===== src/rtl/sync_fifo_nbit_pkg.sv =====
// Shared FIFO definitions: default geometry and almost-full threshold.
package sync_fifo_nbit_pkg;

  localparam int unsigned DefDataW   = 8;
  localparam int unsigned DefAddrW   = 4;
  localparam int unsigned DefDepth   = 2 ** DefAddrW;
  localparam int unsigned DefAfullTh = 12;

  // Number of words addressed by a pointer of the given width.
  function automatic int unsigned depth_of(int unsigned addr_w);
    return 32'd1 << addr_w;
  endfunction

endpackage


===== src/rtl/sync_fifo_nbit_mem.sv =====
// Dual-port storage for sync_fifo_nbit: one synchronous write port and one
// registered read port. The array itself is never reset; only the read register is.
module sync_fifo_nbit_mem
  import sync_fifo_nbit_pkg::*;
#(
  parameter int unsigned DATA_W = DefDataW,
  parameter int unsigned ADDR_W = DefAddrW
) (
  input  logic              clk,
  input  logic              reset_p,
  input  logic              we_i,
  input  logic [ADDR_W-1:0] waddr_i,
  input  logic [DATA_W-1:0] wdata_i,
  input  logic              re_i,
  input  logic [ADDR_W-1:0] raddr_i,
  output logic [DATA_W-1:0] rdata_o
);

  localparam int unsigned Depth = depth_of(ADDR_W);

  logic [DATA_W-1:0] mem_q [Depth];
  logic [DATA_W-1:0] rdata_q;

  // Write port: store the word on an accepted write.
  always_ff @(posedge clk) begin
    if (we_i) begin
      mem_q[waddr_i] <= wdata_i;
    end
  end

  // Read port: same-address read during a write returns the old word.
  always_ff @(posedge clk or posedge reset_p) begin
    if (reset_p) begin
      rdata_q <= '0;
    end else if (re_i) begin
      rdata_q <= mem_q[raddr_i];
    end
  end

  assign rdata_o = rdata_q;

endmodule


===== src/rtl/sync_fifo_nbit.sv =====
// Single-clock FIFO with occupancy count and full/empty/almost-full flags.
// Optional sticky overflow/underflow flags are built when FIFO_ERR_FLAGS_EN is
// defined; otherwise those ports are tied to 0.
module sync_fifo_nbit
  import sync_fifo_nbit_pkg::*;
#(
  parameter int unsigned DATA_W   = DefDataW,
  parameter int unsigned ADDR_W   = DefAddrW,
  parameter int unsigned AFULL_TH = DefAfullTh
) (
  input  logic              clk,
  input  logic              reset_p,
  input  logic              wr_en,
  input  logic [DATA_W-1:0] wr_data,
  input  logic              rd_en,
  output logic [DATA_W-1:0] rd_data,
  output logic              full,
  output logic              empty,
  output logic              almost_full,
  output logic [ADDR_W:0]   count,
  output logic              overflow,
  output logic              underflow
);

  localparam logic [ADDR_W:0] DepthCnt = (ADDR_W + 1)'(depth_of(ADDR_W));
  localparam logic [ADDR_W:0] AfullCnt = (ADDR_W + 1)'(AFULL_TH);

  logic [ADDR_W-1:0] wr_ptr_q, wr_ptr_d;
  logic [ADDR_W-1:0] rd_ptr_q, rd_ptr_d;
  logic [ADDR_W:0]   count_q, count_d;
  logic              rd_acc, wr_acc;

  // Flags decode the registered count only, so they never glitch mid-cycle.
  assign full        = (count_q == DepthCnt);
  assign empty       = (count_q == '0);
  assign almost_full = (count_q >= AfullCnt);
  assign count       = count_q;

  // A read frees a slot this cycle, so a write at full is still accepted.
  assign rd_acc = rd_en & ~empty;
  assign wr_acc = wr_en & (~full | rd_acc);

  // Pointer and occupancy next-state.
  always_comb begin
    wr_ptr_d = wr_ptr_q;
    rd_ptr_d = rd_ptr_q;
    count_d  = count_q;
    if (wr_acc) wr_ptr_d = wr_ptr_q + ADDR_W'(1);
    if (rd_acc) rd_ptr_d = rd_ptr_q + ADDR_W'(1);
    unique case ({wr_acc, rd_acc})
      2'b10:   count_d = count_q + (ADDR_W + 1)'(1);
      2'b01:   count_d = count_q - (ADDR_W + 1)'(1);
      default: count_d = count_q;
    endcase
  end

  // Pointer and occupancy state.
  always_ff @(posedge clk or posedge reset_p) begin
    if (reset_p) begin
      wr_ptr_q <= '0;
      rd_ptr_q <= '0;
      count_q  <= '0;
    end else begin
      wr_ptr_q <= wr_ptr_d;
      rd_ptr_q <= rd_ptr_d;
      count_q  <= count_d;
    end
  end

  sync_fifo_nbit_mem #(
    .DATA_W(DATA_W),
    .ADDR_W(ADDR_W)
  ) u_mem (
    .clk     (clk),
    .reset_p (reset_p),
    .we_i    (wr_acc),
    .waddr_i (wr_ptr_q),
    .wdata_i (wr_data),
    .re_i    (rd_acc),
    .raddr_i (rd_ptr_q),
    .rdata_o (rd_data)
  );

`ifdef FIFO_ERR_FLAGS_EN
  logic overflow_q, underflow_q;

  // Sticky error flags; only reset clears them.
  always_ff @(posedge clk or posedge reset_p) begin
    if (reset_p) begin
      overflow_q  <= 1'b0;
      underflow_q <= 1'b0;
    end else begin
      if (wr_en & full & ~rd_en) overflow_q  <= 1'b1;
      if (rd_en & empty)         underflow_q <= 1'b1;
    end
  end

  assign overflow  = overflow_q;
  assign underflow = underflow_q;
`else
  assign overflow  = 1'b0;
  assign underflow = 1'b0;
`endif

endmodule


===== config.mk =====
export PLATFORM = sky130hd
export DESIGN_NAME = sync_fifo_nbit
export DESIGN_NICKNAME = d
export VERILOG_FILES = /design/src/rtl/sync_fifo_nbit_pkg.sv /design/src/rtl/sync_fifo_nbit_mem.sv /design/src/rtl/sync_fifo_nbit.sv
export SDC_FILE = /design/constraint.sdc
export NUM_CORES = 1
export LEC_CHECK = 0
export ABC_CLOCK_PERIOD_IN_PS = 2800
export BUFFER_PORTS_ARGS = -buffer_cell sky130_fd_sc_hd__buf_2
export CORE_ASPECT_RATIO = 1.25
export CORE_MARGIN = 2
export CORE_UTILIZATION = 45
export CTS_CLUSTER_SIZE = 12
export DETAILED_ROUTE_END_ITERATION = 6
export SLEW_MARGIN = 25
export SYNTH_ARGS = -nofsm -noshare
export SYNTH_HDL_FRONTEND = slang
export SYNTH_HIERARCHICAL = 1
export SYNTH_SLANG_ARGS = --single-unit

===== constraint.sdc =====
create_clock -name clk -period 2.8 [get_ports clk]
set_input_delay 0.42 -clock clk [delete_from_list [all_inputs] [get_ports clk]]
set_output_delay 0.42 -clock clk [all_outputs]
set_load 0.05 [all_outputs]

-- After elaboration in Yosys (flattened, before gate mapping)
Memory sizes are Yosys's and may differ from the RTL's. A register that Yosys moved wholly into a read port is not among the register bits.
Cells that the tools add are included.
- bitwise operators: 5
- magnitude comparators: 1
- reductions and logical operators: 2
- $add $sub $neg: 4
- muxes and demuxes: 3
- equal/unequal tests: 3
- operators by type and width (operator ; count):
    case mux 5 bit (2 select lines) ; 1
    adder 4 x 1 -> 4 bit (second input constant) ; 2
    adder 5 x 1 -> 5 bit (second input constant) ; 1
    == test 5 bit (second input constant) ; 1
    greater-or-equal comparator 5 x 4 -> 1 bit (second input constant) ; 1
    zero test 5 bit ; 1
    subtractor 5 x 1 -> 5 bit (second input constant) ; 1
    bitwise AND 1 bit ; 2
    == test 2 x 1 -> 1 bit (second input constant) ; 1
    == test 2 bit (second input constant) ; 1
    two-way mux 1 bit ; 2
    NOT 1 bit ; 2
    nonzero test 2 bit ; 1
    OR 1 bit ; 1
- output and inout bits: 18
- memories: 1
- flip-flop bits (word level): 13
- bits in writable memories: 128
- logic and storage cells: 22
- bits of input ports: 12
- memories (memory ; words ; bits a word ; read ports ; clocked after memory_dff ; write ports ; RTL line ; source):
    u_mem.mem_q ; 16 ; 8 ; 1 ; 1 ; 1 ; sync_fifo_nbit_mem.sv:21 ; logic [DATA_W-1:0] mem_q [Depth];

-- Logic depth before layout (Yosys ltp)
Gate-level depths: netlist of the first run.
- depth in word-level cells: 7
- depth in mapped cells: 9
- gate-level depth less buffers: 8

-- Modules after synthesis
The synthesis of the first run kept the hierarchy.
- by module, submodules not included (module ; cells each ; seq. area each (sq um) ; times used ; area each (sq um)):
    sync_fifo_nbit_mem ; 241 ; 4043.9 ; 1 ; 5335.1
    sync_fifo_nbit ; 90 ; 325.3 ; 1 ; 879.6

-- Least setup slack after synthesis of the first run
OpenSTA, ideal clock, no wires.
- path type: flip-flop to flip-flop
- start: register count_q[0], in the netlist count[0]
- end: register count_q[4], in the netlist count[4]
- data required time: 2.667 ns
- path buffers: 1
- setup time: 0.133 ns
- period minus slack after synthesis: 2.888 ns
- arrival: 2.755 ns
- setup slack: -0.088 ns
- cell stages (with the launch flop): 10
- cells stage by stage: dfrtp_1 -> or4_1 -> buf_6 -> o21ai_4 -> nor2_1 -> fa_1 -> a21o_1 -> a21oi_1 -> mux2i_1 -> o211ai_1
- longest elaborated chain between the ends: 7
- elaborated cells on any way between the ends: 13
- classes of those cells: add/sub: 2; eq/ne: 3; mux: 1; bitwise: 5; reduce/logical: 2
- ends and longest elaborated chain (item ; RTL line ; source):
    start: declaration ; sync_fifo_nbit.sv:30 ; logic [ADDR_W:0] count_q, count_d;
    start signal: assignment ; sync_fifo_nbit.sv:66 ; count_q <= count_d;
    zero test 5 bit ; sync_fifo_nbit.sv:35 ; assign empty = (count_q == '0);
    NOT 1 bit ; sync_fifo_nbit.sv:40 ; assign rd_acc = rd_en & ~empty;
    bitwise AND 1 bit ; sync_fifo_nbit.sv:40 ;
    OR 1 bit ; sync_fifo_nbit.sv:41 ; assign wr_acc = wr_en & (~full | rd_acc);
    bitwise AND 1 bit ; sync_fifo_nbit.sv:41 ;
    == test 2 x 1 -> 1 bit or == test 2 bit (tied branches) ; sync_fifo_nbit.sv:50 ; unique case ({wr_acc, rd_acc})
    case mux 5 bit (2 select lines) or nonzero test 2 bit (tied branches) ; - ;
Several ways; a longest one is shown, not always the timed one.
A chain may end at the register's enable or synchronous reset.

-- Final worst setup path of the first run
- start: register count_q[2], in the netlist count[2]
- end: memory u_mem/mem_q[0][5] (netlist name) (enable)
- longest elaborated chain between the ends: 7
- elaborated cells on any way between the ends: 9
- classes of those cells: eq/ne: 1; mux: 2; bitwise: 5; reduce/logical: 1
- ends and longest elaborated chain (item ; RTL line ; source):
    zero test 5 bit ; sync_fifo_nbit.sv:35 ;
    NOT 1 bit ; sync_fifo_nbit.sv:40 ;
    bitwise AND 1 bit ; sync_fifo_nbit.sv:40 ;
    OR 1 bit (*) ; sync_fifo_nbit.sv:41 ;
    bitwise AND 1 bit (*) ; sync_fifo_nbit.sv:41 ;
    net wr_acc ; sync_fifo_nbit.sv:31 ; logic rd_acc, wr_acc;
    two-way mux 1 bit (*) ; sync_fifo_nbit_mem.sv:26 ; if (we_i) begin
    two-way mux 1 bit (not written as such) (*) ; sync_fifo_nbit_mem.sv:27 ; mem_q[waddr_i] <= wdata_i;
    end: declaration ; sync_fifo_nbit_mem.sv:21 ;
The timed path passes the listed nets; every way through them passes the cells marked *.

==> results.md, run 1 <==
* Status: finished, final reports clean
* HPWL Detailed at 8049 um
* P&R area growth vs syn at 15.24%
* Drt total wl at 12090 um
* Number of CTS-inserted buffers at 17
* DRT antenna net count at 0
* GRT Total Usage at 18.24%
* Final TNS setup at 0 ps
* F_max at 381.3 MHz
* CP Launch Type: register
* Largest family of logic cells by synthesized area: multiplexers
* Max Cap Viol at 0
* Clock buffer depth at 2
* Final non-filler cell total at 565
* CTS Root Cell: clkbuf_16
* Synthesized area at 6215 sq um
* Synth top area share at 61.85%
* Worst Path Max Fanout at 7
* Initial antenna violation count at 0
* Die Wd at 109.1 um
* WP data arrival at 2750 ps
* CP delay by family, top: simple AND/OR/NAND/NOR gates
* DR vias at 3164
* Buf/Inv on CP at 1
* CP Data Required Time at 2930 ps
* PwrDens at 1092 nW/um^2
* Leakage at 2.483 nW
* Post-DR vias/cell at 5.600
* Post-synth ARST share at 14.09%
* Number of global-route vias before repair at 3290
* Synth Flop Type: edfxtp_1
* Layout cells sized above 1 at 31.03%
* Post-synthesis adder-cell area fraction at 1.329%
* Slowest cell on the critical path: nor3_1
* CP Capture Type: register
* Final WS setup at 177.6 ps
* Slew of the pin with the lowest slew margin at 965.2 ps
* Total grt overflow at 0
* Die Ht at 135.4 um
* Avg Inst Size Synth at 18.78 sq um
* RePlAce Congestion at 0.8425
* Commonest non-fill, non-tap cell in the layout: edfxtp_1
* Relative max-transition margin at 35.41%
* Post-CTS setup buffer count at 0
* First-pass GRT wire length at 18930 um
* DRT Pass-1 Iters at 4
* Largest net degree at the start of global routing at 27
* Antenna Cells at 0
* Number of synthesized flops with an enable pin at 128
* Ys Warns at 6
* Finished Cell Area at 7162 sq um
* CTS sink cnt at 149
* Synth area leaders: edfxtp_1, mux4_2, dfrtp_1, mux4_1, mux2i_1
* Min Tclk post-route at 2622 ps
* Sequential fraction of the synthesis area at 70.30%
* Multiplexer share of the synthesized area at 14.13%
* Final Skew at 9.288 ps
* Area leader, netlist: edfxtp_1
* Placement Cell Area at 6559 sq um
* Number of port buffers at 27
* R2r startpoint: count[2]
* Simple-gate portion of the synthesized area at 4.892%
* Worst vdd ir at 0.6411 mV
* Yosys cell types at 49
* Power, Total at 7.817 mW
* Kind of path behind the tightest hold check: in -> reg
* Fin. max-slew vios at 0
* Placed instance count at 532
* Site Rows at 48
* Initial DRC count at 236
* H-tree Lvls at 4
* Synth Area in XOR/XNOR at 1.127%
* Insertion delay to the later sink of the worst-skew pair at 410 ps
* Worst slack at placement at 138.1 ps
* CP Class: reg -> reg
* Final-report hold violation count at 0
* Initial Utilization at 45.59%
* Worst-path clk slew at 60 ps
* CP peak stage delay at 750 ps
* Routed WL per cell at 21.39 um
* Nets at 395
* I/O pin count at 30
* DRC Markers at 0
* Die area at 14770 sq um
* CTS tree: done
* Min-delay src: wr_data[4]
* Crit path launch: count[2]
* Final setup vio count at 0
* Syn Inst Count at 331
* Post-synthesis compound-gate area fraction at 5.214%
* Core area at 13630 sq um
* Commonest cells after routing, fill and taps aside: edfxtp_1, nor2_1, buf_2, mux4_2
* Final Cycle Share at 93.66%
* Register bit total from synthesis at 149
* Crit-path cells: or4_1 > o21a_4 > or3b_2 > nor3_1 > buf_4
[where the power goes]
group	switching, mW	internal (mW)
Clock	0.843	1.39
Sequential	0.255	2.78
Combinational	1.50	1.05
[final cells by class]
class,count,area (sq um)
clock buffer,18,429.2
clock inverter,14,160.2
fill,1097,6471
inverter,5,18.77
multi-input combinational,159,1675
sequential,149,4374
tap,175,219.0
timing repair buffer,45,285.3
[metal layers]
layer  share of wire [%]  GRT usage [%]
met5                   0              0
met4                 1.7          7.051
met3                 3.7          3.944
met2                  54          31.95
met1                  41          21.83
[worst reg2reg max path: cells and delay by family, from the launching register on]
family	cells	cell delay [ps]
simple gates	3	1470
flops	1	420
buf+inv	1	280
compound gates	1	160
[registers in the layout (all words and copies together) (netlist names)]
signal         flops
count              5
rd_ptr_q           4
u_mem/mem_q      128
u_mem/rdata_o      8
wr_ptr_q           4
[cell usage after synthesis (all sizes together) (2+ instances only)]
library cell,number
nand2b,6
o22ai,9
edfxtp,128
a21o,2
buf,18
xnor2,7
a221oi,9
nor3,5
a21oi,4
nand3b,3
ha,5
mux4,32
nand4,2
inv,5
nand2,10
nand3,2
dfrtp,21
o21ai,2
nor2b,2
mux2i,12
o21a,2
nor2,29
[kinds of logic (layout without fill, tap and decap cells)]
family / after synthesis / after routing
flops: 149 / 149
simple gates: 64 / 64
mux: 45 / 45
compound gates: 34 / 34
buf+inv: 24 / 82
xor+xnor: 8 / 8
fa+ha+maj: 6 / 6
other cells: 1 / 2
[timing repair]
item / CTS / global route
hold buffers: 1 / 0
hold endpoints to repair: 8 / 0
resized for setup: 0 / 1
endpoints found under the setup margin: 0 / 1
[path summary, 6_finish.rpt]
path | slack [ps] | cells past startpoint | to
setup / recovery | 180 | 5 | u_mem/mem_q[0][5]
hold / removal | 390 | 1 | u_mem/mem_q[3][4]
setup reg to reg | 180 | 5 | u_mem/mem_q[0][5]
hold reg to reg | 530 | 1 | rd_ptr_q[0]
max in group asynchronous | 1740 | 3 | rd_ptr_q[2]
min in group asynchronous | 560 | 3 | u_mem/rdata_o[6]
[per-stage QoR]
| step | hold WS (ps) | util (%) |
|---|---|---|
| after floorplan | 235.7 | - |
| after global placement | 411.7 | 48.07 |
| after detailed placement | 421.4 | 48.11 |
| after CTS | 379.1 | 52.51 |
| after global routing | 390.4 | 52.53 |
| final | 386.6 | 52.53 |
(Power assumes the default switching activity.)
==> run 2: changes to the inputs <==
- BUFFER_PORTS_ARGS: -buffer_cell sky130_fd_sc_hd__buf_2 -> -buffer_cell sky130_fd_sc_hd__buf_4
- PLACE_DENSITY: not set -> 0.64
==> results.md, run 2 (synthesis gave the netlist of run 1 again) <==
* Commonest non-fill, non-tap cell in the layout: edfxtp_1
* Max FFs per register at 128 (unchanged)
* CP Capture Type: register
* R2r startpoint: count[3]
* WP data arrival at 2860 ps (+110 ps)
* Initial DRC count at 182 (-23%)
* Fin. max-slew vios at 0 (unchanged)
* Total grt overflow at 0 (unchanged)
* Final-report hold violation count at 0 (unchanged)
* Fill count at 1068 (-2.6%)
* Leakage at 2.497 nW (+0.60%)
* Final TNS setup at 0 ps (unchanged)
* HPWL Detailed at 7902 um (-1.8%)
* Initial antenna violation count at 0 (unchanged)
* CTS Root Cell: clkbuf_16
* Status: finished, final reports clean
* Number of global-route vias before repair at 3353 (+1.9%)
* Met1 WL at 4913 um (-0.12%)
* Final Skew at 14.05 ps (+4.758 ps)
* Relative max-transition margin at 25.18% (-10 points)
* Number of port buffers at 27 (unchanged)
* GRT Total Usage at 18.21% (-0.034 points)
* Finished Cell Area at 7174 sq um (+0.17%)
* Hold_ws at 53.37 ps (-333.2 ps)
* CP Launch Type: register
* CP Class: reg -> reg
* F_max at 387.1 MHz (+1.5%)
* DRT antenna net count at 0 (unchanged)
* Initial Utilization at 45.59% (unchanged)
* Largest net degree at the start of global routing at 29 (+7.4%)
* PostCTS Resize Cnt at 0 (unchanged)
* CTS sink cnt at 149 (unchanged)
* DRT Pass-1 Iters at 4 (unchanged)
* Antenna Cells at 0 (unchanged)
* RePlAce Congestion at 0.7943 (-5.7%)
* Worst-path clk slew at 60 ps (about the same)
* DRC Markers at 0 (unchanged)
* Nets at 394 (-0.25%)
* DR vias at 3158 (-0.19%)
* Worst vdd ir at 0.6535 mV (+1.9%)
* Commonest cells after routing, fill and taps aside: edfxtp_1, buf_4, nor2_1, mux4_2
* Clock buffer depth at 2 (unchanged)
* WL met2 at 6546 um (+0.49%)
* Die Wd at 109.1 um (unchanged)
* PwrDens at 1074 nW/um^2 (-1.6%)
* Kind of path behind the tightest hold check: in -> async
* Routed WL per cell at 21.26 um (-0.65%)
* P&R area growth vs syn at 15.44%
* H-tree Lvls at 4 (unchanged)
* Insertion delay to the later sink of the worst-skew pair at 410 ps (about the same)
* Post-DR vias/cell at 5.599 (about the same)
* Core area at 13630 sq um (unchanged)
* Site Rows at 48 (unchanged)
* Number of CTS-inserted buffers at 17 (unchanged)
* Drt total wl at 11990 um (-0.83%)
* Post-CTS Hold Buffers at 0 (-1)
* CP Data Required Time at 3080 ps (+150 ps)
* Die area at 14770 sq um (unchanged)
* Placement Cell Area at 6621 sq um (+0.95%)
* Final Cycle Share at 92.27% (-1.4 points)
* Worst Path Max Fanout at 6 (-1)
* I/O pin count at 30 (unchanged)
* First-pass GRT wire length at 18930 um (unchanged)
* CTS tree: done
* Min Tclk post-route at 2584 ps (-38.77 ps)
* Layout cells sized above 1 at 29.82% (-1.2 points)
* Max Cap Viol at 0 (unchanged)
* Slew of the pin with the lowest slew margin at 1118 ps (+152.9 ps)
* Crit path launch: count[3]
* Final setup vio count at 0 (unchanged)
* Die Ht at 135.4 um (unchanged)
* Top reg by flops: u_mem/mem_q
* Power, Total at 7.704 mW (-1.4%)
* RSZ-0062 raised after global routing: no
* DR top layer: met4
* Post-CTS setup buffer count at 0 (unchanged)
* WL met3 at 445 um (-0.22%)
==> run 2: worst max-delay path: stages (launching register included) <==
cell	delay (ps)
dfrtp_2	440
or4_1	580
o21ai_4	150
nor2_1	110
fa_1	410
a21o_1	200
a21oi_2	220
mux2i_1	220
o211ai_1	100
==> run 2: final timing paths <==
path	to	slack, ps	cells past startpoint
max	count[4]	220	8
min	u_mem/rdata_o[2]	50	2
max reg2reg	count[4]	220	8
min reg2reg	rd_ptr_q[0]	480	1
max in group asynchronous	rd_ptr_q[2]	2300	2
min in group clk	count[1]	280	2
==> run 2: final cells by class <==
cell class | instances | area, sq um | area share, %
clock buffer | 20 | 436.7 | 6.087
clock inverter | 12 | 112.6 | 1.570
inverter | 5 | 18.77 | 0.2616
multi-input combinational | 159 | 1670 | 23.28
sequential | 149 | 4374 | 60.97
tap | 175 | 219.0 | 3.052
timing repair buffer | 44 | 342.8 | 4.779
==> run 2: report_power, final <==
group	total [mW]	switching [mW]	internal (mW)	leakage [nW]
combinational	2.55	1.45	1.11	0.832
sequential	3.06	0.281	2.78	1.39
clock	2.09	0.797	1.29	0.271
==> run 2: per-layer routing <==
layer | track usage, % | vias up
met4 | 7.265 | 0
met5 | 0 | -
met3 | 4.329 | 4
li1 | - | 1417
met2 | 31.54 | 84
met1 | 21.74 | 1653
==> run 2: per-stage QoR <==
stage          util (%)  std cells  worst slack, ps
2_1_floorplan         -        332            13.08
3_3_place_gp      48.57        532            226.0
3_5_place_dp      48.57        532            161.1
4_1_cts           52.60        564            131.5
5_1_grt           52.62        564            67.62
6_report          52.62        564            216.4
